## config.mk

```make
export PLATFORM = sky130hd
export DESIGN_NAME = reorder_buffer
export DESIGN_NICKNAME = d
export VERILOG_FILES = /design/src/rtl/reorder_buffer.sv
export SDC_FILE = /design/constraint.sdc
export NUM_CORES = 1
export LEC_CHECK = 0
export ABC_AREA = 1
export CAP_MARGIN = 20
export CORE_MARGIN = 2
export CORE_UTILIZATION = 55
export CTS_CLUSTER_SIZE = 28
export DETAILED_ROUTE_END_ITERATION = 16
export GPL_ROUTABILITY_DRIVEN = 0
export PLACE_DENSITY = 0.84
export SYNTH_ARGS = -nofsm -noshare
export SYNTH_HDL_FRONTEND = slang
export SYNTH_SLANG_ARGS = --single-unit
```

## constraint.sdc

```tcl
create_clock -name clk -period 3.9 [get_ports clk]
set_input_delay 0.975 -clock clk [delete_from_list [all_inputs] [get_ports clk]]
set_output_delay 0.975 -clock clk [all_outputs]
set_load 0.1 [all_outputs]
```

## src/rtl/reorder_buffer.sv

```systemverilog
`timescale 1ns/1ps
`default_nettype none
// ============================================================================
// Module   : reorder_buffer
// Brief    : Circular in-order retirement buffer. Entries are allocated at
//            dispatch, marked complete by writeback and retired from the head
//            in program order. An excepting head squashes the whole buffer.
// Revision : 1.0 - initial release
// ============================================================================
module reorder_buffer #(
    parameter  int DEPTH  = 16,
    parameter  int AREG_W = 5,
    parameter  int PREG_W = 6,
    localparam int TAG_W  = $clog2(DEPTH)
) (
    input  logic              clk,
    input  logic              rst_n,
    // dispatch
    input  logic              dispatch_en,
    input  logic              disp_has_dest,
    input  logic              disp_is_mem,
    input  logic [AREG_W-1:0] disp_areg,
    input  logic [PREG_W-1:0] disp_preg,
    input  logic [PREG_W-1:0] disp_old_preg,
    output logic [TAG_W-1:0]  disp_tag,
    output logic              rob_full,
    output logic              rob_empty,
    output logic [TAG_W:0]    rob_count,
    // writeback
    input  logic              wb_valid,
    input  logic [TAG_W-1:0]  wb_tag,
    input  logic              wb_exception,
    // commit
    output logic              commit_valid,
    input  logic              commit_ready,
    output logic [AREG_W-1:0] commit_areg,
    output logic [PREG_W-1:0] commit_preg,
    output logic [PREG_W-1:0] commit_old_preg,
    output logic              commit_has_dest,
    output logic              commit_is_mem,
    output logic              flush
);

    localparam logic [TAG_W:0] PTR_ONE = {{TAG_W{1'b0}}, 1'b1};

    // Pointers carry an extra wrap bit so full and empty are distinguishable.
    logic [TAG_W:0]    head_q, head_d;
    logic [TAG_W:0]    tail_q, tail_d;
    logic [DEPTH-1:0]  valid_q, valid_d;
    logic [DEPTH-1:0]  done_q, done_d;
    logic [DEPTH-1:0]  exc_q, exc_d;

    // Payload storage, never reset.
    logic [AREG_W-1:0] areg_q     [DEPTH];
    logic [AREG_W-1:0] areg_d     [DEPTH];
    logic [PREG_W-1:0] preg_q     [DEPTH];
    logic [PREG_W-1:0] preg_d     [DEPTH];
    logic [PREG_W-1:0] old_preg_q [DEPTH];
    logic [PREG_W-1:0] old_preg_d [DEPTH];
    logic [DEPTH-1:0]  has_dest_q, has_dest_d;
    logic [DEPTH-1:0]  is_mem_q, is_mem_d;

    logic [TAG_W-1:0]  head_idx;
    logic [TAG_W-1:0]  tail_idx;
    logic              do_dispatch;
    logic              do_commit;

    assign head_idx = head_q[TAG_W-1:0];
    assign tail_idx = tail_q[TAG_W-1:0];

    // Status and head-entry views, all derived from registered state only.
    always_comb begin
        rob_empty       = (head_q == tail_q);
        rob_full        = (head_idx == tail_idx) && (head_q[TAG_W] != tail_q[TAG_W]);
        rob_count       = tail_q - head_q;
        disp_tag        = tail_idx;
        commit_valid    = !rob_empty && done_q[head_idx] && !exc_q[head_idx];
        flush           = !rob_empty && done_q[head_idx] &&  exc_q[head_idx];
        commit_areg     = areg_q[head_idx];
        commit_preg     = preg_q[head_idx];
        commit_old_preg = old_preg_q[head_idx];
        commit_has_dest = has_dest_q[head_idx];
        commit_is_mem   = is_mem_q[head_idx];
        // A flushing cycle swallows any dispatch presented alongside it.
        do_dispatch     = dispatch_en && !rob_full && !flush;
        do_commit       = commit_valid && commit_ready;
    end

    // Next-state for pointers and per-entry status. Dispatch is applied after
    // writeback so that a same-index collision leaves the entry not done.
    always_comb begin
        head_d  = head_q;
        tail_d  = tail_q;
        valid_d = valid_q;
        done_d  = done_q;
        exc_d   = exc_q;
        if (flush) begin
            head_d  = '0;
            tail_d  = '0;
            valid_d = '0;
            done_d  = '0;
            exc_d   = '0;
        end else begin
            if (wb_valid && valid_q[wb_tag]) begin
                done_d[wb_tag] = 1'b1;
                exc_d[wb_tag]  = wb_exception;
            end
            if (do_commit) begin
                valid_d[head_idx] = 1'b0;
                head_d            = head_q + PTR_ONE;
            end
            if (do_dispatch) begin
                valid_d[tail_idx] = 1'b1;
                done_d[tail_idx]  = 1'b0;
                exc_d[tail_idx]   = 1'b0;
                tail_d            = tail_q + PTR_ONE;
            end
        end
    end

    // Next-state for payload: capture dispatch fields into the tail slot.
    always_comb begin
        areg_d     = areg_q;
        preg_d     = preg_q;
        old_preg_d = old_preg_q;
        has_dest_d = has_dest_q;
        is_mem_d   = is_mem_q;
        if (do_dispatch) begin
            areg_d[tail_idx]     = disp_areg;
            preg_d[tail_idx]     = disp_preg;
            old_preg_d[tail_idx] = disp_old_preg;
            has_dest_d[tail_idx] = disp_has_dest;
            is_mem_d[tail_idx]   = disp_is_mem;
        end
    end

    // Control state registers with asynchronous clear.
    always_ff @(posedge clk or negedge rst_n) begin
        if (!rst_n) begin
            head_q  <= '0;
            tail_q  <= '0;
            valid_q <= '0;
            done_q  <= '0;
            exc_q   <= '0;
        end else begin
            head_q  <= head_d;
            tail_q  <= tail_d;
            valid_q <= valid_d;
            done_q  <= done_d;
            exc_q   <= exc_d;
        end
    end

    // Payload registers; contents are meaningless until the slot is dispatched.
    always_ff @(posedge clk) begin
        areg_q     <= areg_d;
        preg_q     <= preg_d;
        old_preg_q <= old_preg_d;
        has_dest_q <= has_dest_d;
        is_mem_q   <= is_mem_d;
    end

endmodule
`default_nettype wire

```

=== Word level (Yosys, flattened, before mapping) ===
Cells that the tools add are included.

* Flip-flop bits (word level): 362
* Input port bits: 29
* Output and inout bits: 32
* Logic and storage cells: 148

* $add $sub $neg: 3
* Magnitude comparators: 9
* Equal/unequal tests: 3
* Multiplexer cells: 51
* Bitwise gates (word level): 9
* Reductions and logical operators: 18

{| class="wikitable"
|+ Operators with widths
! operator !! count
|-
| 96-bit bitwise mux || 2
|-
| 16-bit 2-to-1 mux || 12
|-
| 80-bit bitwise mux || 1
|-
| 16-bit bitwise AND || 3
|-
| 6-bit binary-select mux with 4-bit select || 2
|-
| 16-bit bitwise mux || 3
|-
| 5-bit 2-to-1 mux || 7
|-
| 16-bit NOT || 2
|-
| 16-bit OR || 2
|-
| 6-bit 2-to-1 mux || 5
|-
| 6-bit demux with 4-bit select || 1
|-
| 1-bit binary-select mux with 4-bit select || 5
|-
| 5-bit binary-select mux with 4-bit select || 1
|-
| 5-bit demux with 4-bit select || 1
|-
| 4-bit by 5-bit < comparator with 1-bit output, second input constant || 3
|-
| 1-bit demux with 4-bit select || 3
|-
| 4-bit by 1-bit >= comparator with 1-bit output, second input constant || 3
|-
| 1-bit logical AND || 12
|-
| 5-bit by 1-bit adder with 5-bit output, second input constant || 2
|-
| 5-bit >= comparator, second input constant || 2
|-
| 4-bit NOT with 5-bit output || 2
|-
| 1-bit 2-to-1 mux || 8
|-
| 5-bit == test || 1
|-
| 5-bit by 1-bit < comparator with 1-bit output, second input constant || 1
|-
| other kinds (5) || 9
|}

=== Logic depth before layout (Yosys ltp) ===
* Depth after elaboration: 11
* Gate-level depth with buffers: 17
* Mapped depth without buffers: 14

=== Worst setup path before layout ===
No wires, ideal clock.

* Path type: register to output
* From: register head_q[1]
* To: output port commit_valid
* Arrival time: 4.294 ns
* Data required time: 2.925 ns
* Setup slack: -1.369 ns
* Cell stages (with the launch flop): 9
* Path buffers: 3
* Path through: dfrtp_1 -> inv_1 -> buf_2 -> clkbuf_1 -> clkbuf_1 -> ha_1 -> nand4_1 -> nor2_1 -> nor3_1

* Word-level cells in the longest chain between the ends: 4
* Elaborated cells on any way between the ends: 9
* Those cells by class: 1 x eq/ne; 4 x mux; 4 x reduce/logical

{| class="wikitable"
|+ RTL lines
! what !! RTL line !! source
|-
| from (decl) || 47 || <nowiki>logic [TAG_W:0] head_q, head_d;</nowiki>
|-
| from (signal assigned) || 140 || <nowiki>head_q <= '0;</nowiki>
|-
| from (signal assigned) || 146 || <nowiki>head_q <= head_d;</nowiki>
|-
| 5-bit == test || 73 || <nowiki>rob_empty = (head_q == tail_q);</nowiki>
|-
| net rob_empty || 27 || <nowiki>output logic rob_empty,</nowiki>
|-
| 1-bit zero test || 77 || <nowiki>commit_valid = !rob_empty && done_q[head_idx] && !exc_q[head_idx];</nowiki>
|-
| 1-bit logical AND (2 in series) || 77 ||
|-
| to (decl) || 34 || <nowiki>output logic commit_valid,</nowiki>
|}

The timed path passes the listed nets, and every way through them passes these cells. The select of a mux whose other input is x is not followed.

=== Worst setup path after layout ===
* From: register head_q[0]
* To: output port commit_areg[4]

* Word-level cells in the longest chain between the ends: 4

{| class="wikitable"
|+ RTL lines
! what !! RTL line !! source
|-
| 4-bit NOT with 5-bit output (implied by the code) || 79 || <nowiki>commit_areg = areg_q[head_idx];</nowiki>
|-
| 5-bit binary-select mux with 4-bit select || 79 ||
|-
| 5-bit 2-to-1 mux (implied by the code) (2 in series) || 79 ||
|-
| to (decl) || 36 || <nowiki>output logic [AREG_W-1:0] commit_areg,</nowiki>
|}

No other way between the ends. The select of a mux whose other input is x is not followed.

==> qor.csv <==
metric,value,unit
status,finished clean,
1st-pass router iterations,5,
Syn-to-layout area delta,15.9,%
largest net degree at the start of global routing,114,
flop2flop setup slack,0.78,ns
Crit path required time,2.92,ns
DR WL/cell,21.6,µm
final setup violating endpoints,0,
clock share of power,22.2,%
worst reg2reg path depth,13,
Die X,172,µm
max incr delay on CP,0.61,ns
dpl cell area,16800,µm²
CTS buffer count,37,
CTS tree,yes,
# nets final,1511,
Multi-input gate area,4210,µm²
GRT Total Usage,27.8,%
number of global-route vias before repair,11100,
DP Worst Slack,0.656,ns
WP data arrival,2.78,ns
synthesized instance count,1417,
RSZ-0062 raised after global routing,false,
crit path max fanout,102,
Leak,6.74,nW
Main synth FF type,edfxtp_1,
Power Internal,8.53,mW
die area,29500,µm²
fmax,0.266,GHz
clk_skew,0.0180,ns
root buffer cell,clkbuf_16,
htree depth,2,
DR vias,11600,
crit path kind,reg2out,
Non-Filler Instances,1876,
Final Util,64.7,%
Net Sw Frac,43.1,%
final hold vios,0,
fin crit period,3.75,ns
hold_ws,0.491,ns
Syn Nets,1459,
Reg-to-Reg Start,head_q[0]$_DFFE_PN0P_,
CORE AREA,27700,µm²
share of power burned in registers,33.6,%
"Reg clk slew, reported paths",0.06,ns
Ports,61,
crit path capture,commit_areg[4],
cells along the critical path,inv_4 > buf_12 > o21ai_0 > o22ai_1 > nand2_1 > nand4_1 > buf_12,
mean post-synth cell area,10.9,µm²
Mapped Area,15500,µm²
Critical Path Sink Type,output port,
"Seq/Total Area, Yosys",68.4,%
setup tns final,0,ns
type of origin of the critical path,register,
pwr/cell area,836,nW/µm²
VDD IR max,816,µV
first-pass GRT wire length,61600,µm
final instance area,17900,µm²
final period utilization,96.3,%
Initial Util,55.8,%
"slowest stage cell, crit path",dfrtp_4,
DP Cell Count,1808,
DPL Wire Length,22000,µm
die extent in y,172,µm
WL final,40600,µm
Worst-Margin Slew,0.998,ns
DRT iter0 DRCs,1606,
share of cells above drive strength 1,9.42,%
Worst Setup SP,head_q[0]$_DFFE_PN0P_,
DRC,0,
Unique masters post-synth,28,
Max-slew headroom,33.3,%
cell depth of the worst setup path,7,
Min-Delay Path Class,reg2reg,
# rows,61,
number of max-cap violations,0,
reg2reg end,preg_q[26]$_DFFE_PP_,
most frequent CP cell,buf_12,
Post-synth EDFFs,304,
Synth Warn #,0,
GRT overflow,0,
via/cell ratio,6.20,
CP top delay family,buffers and inverters,
Worst Slack Setup Final,0.146,ns
Clock Path Buffers,3,
FF+latch area,10600,µm²
Detail Route Antenna Nets,0,
initial antenna violation count,0,
crit path buf inv count,3,
combinational share of power,44.2,%
fillcell total,1920,
IO Port Bufs,60,
Clock Sink Count,362,
total power draw,15.0,mW
Async SR Flop Fraction,16.0,%
max-slew violations,0,
worst-skew pair later-pin latency,0.53,ns
number of synthesized register bits,362,
Psw,6.45,mW
## state kept, by name (all words and copies together) (netlist names)
register / cells
old_preg_q: 96
valid_q: 16
areg_q: 80
head_q: 5
tail_q: 5
is_mem_q: 16
has_dest_q: 16
preg_q: 96
exc_q: 16
done_q: 16
## logic make-up (layout without fill, tap and decap cells)
group                      count (synthesis)  count (layout)  synth area share [%]
AOI/OAI and AO/OA                        308             308                  10.7
xor gates and xnor gates                   9               9                 0.510
buffers and inverters                    173             253                  4.56
DFF                                      362             362                  68.4
and+or+nand+nor                          552             552                  14.7
adders and majority gates                 13              13                  1.10
other                                      0               1                     0
## cell usage in the layout, fill, tap and decap left out, types with 8 or more instances in the layout
cell	netlist	routed
edfxtp_1	304	304
nand2_1	232	232
nor2_1	233	228
o21ai_0	184	184
inv_1	84	83
o22ai_1	77	77
dfrtp_1	58	56
nand4_1	41	41
clkbuf_16	0	38
buf_4	7	37
a21oi_1	36	36
nand3_1	34	34
clkdlybuf4s50_1	0	31
buf_12	0	29
ha_1	12	12
clkinv_1	0	10
clkinv_2	0	8
## cells in the mapped netlist, types with 12 or more instances
library cell  instances  area (µm²)
a21oi_1              36         180
buf_2                12        60.1
clkbuf_1             60         225
dfrtp_1              58        1450
edfxtp_1            304        9130
ha_1                 12         150
inv_1                84         315
nand2_1             232         871
nand3_1              34         170
nand4_1              41         257
nor2_1              233         875
o21ai_0             184         921
o22ai_1              77         482
## layout make-up
cell class	instances	area share [%]
Timing Repair Buffer	99	6.61
Clock buffer	45	5.45
Inverter	87	1.84
Tap cell	378	2.64
Antenna cell	1	0.0140
Multi-Input combinational cell	882	23.5
Sequential cell	362	59.1
Clock inverter	22	0.866
## per-layer routing
layer | wire length, µm | track usage [%] | share of wire (%) | up-vias
li1 | - | - | - | 5059
met1 | 15000 | 36.8 | 37 | 5557
met2 | 19200 | 44.6 | 47 | 870
met3 | 4620 | 5.57 | 11 | 153
met4 | 1830 | 12.8 | 4.5 | 0
met5 | 0 | 0 | 0 | -
## power by group through the flow
stage                     combinational, mW  sequential, mW  clock, mW
after global placement                 6.35            5.07          0
after floorplan                        4.48            4.98          0
final                                  6.62            5.03       3.33
after CTS                              6.54            5.02       3.36
after global routing                   6.99            5.07       3.51
after detailed placement               6.48            5.09          0
## worst min-delay path by stage
stage                                 end  slack, ns  cells past startpoint             startpoint
finish                done_q[3]$_DFF_PN0_       0.49                      1    done_q[3]$_DFF_PN0_
global route          done_q[3]$_DFF_PN0_       0.53                      1    done_q[3]$_DFF_PN0_
CTS                   done_q[3]$_DFF_PN0_       0.49                      1    done_q[3]$_DFF_PN0_
detailed placement    done_q[3]$_DFF_PN0_       0.48                      1    done_q[3]$_DFF_PN0_
global placement      done_q[3]$_DFF_PN0_       0.48                      1    done_q[3]$_DFF_PN0_
floorplan           tail_q[4]$_DFFE_PN0P_       0.46                      1  tail_q[4]$_DFFE_PN0P_
## what timing repair did
action / 4_1_cts / 5_1_grt
buffers inserted: 0 / 0
resized for setup: 0 / 2
endpoints found under the setup margin: 0 / 2
hold buffers: 0 / 0
(Power assumes the default switching activity.)
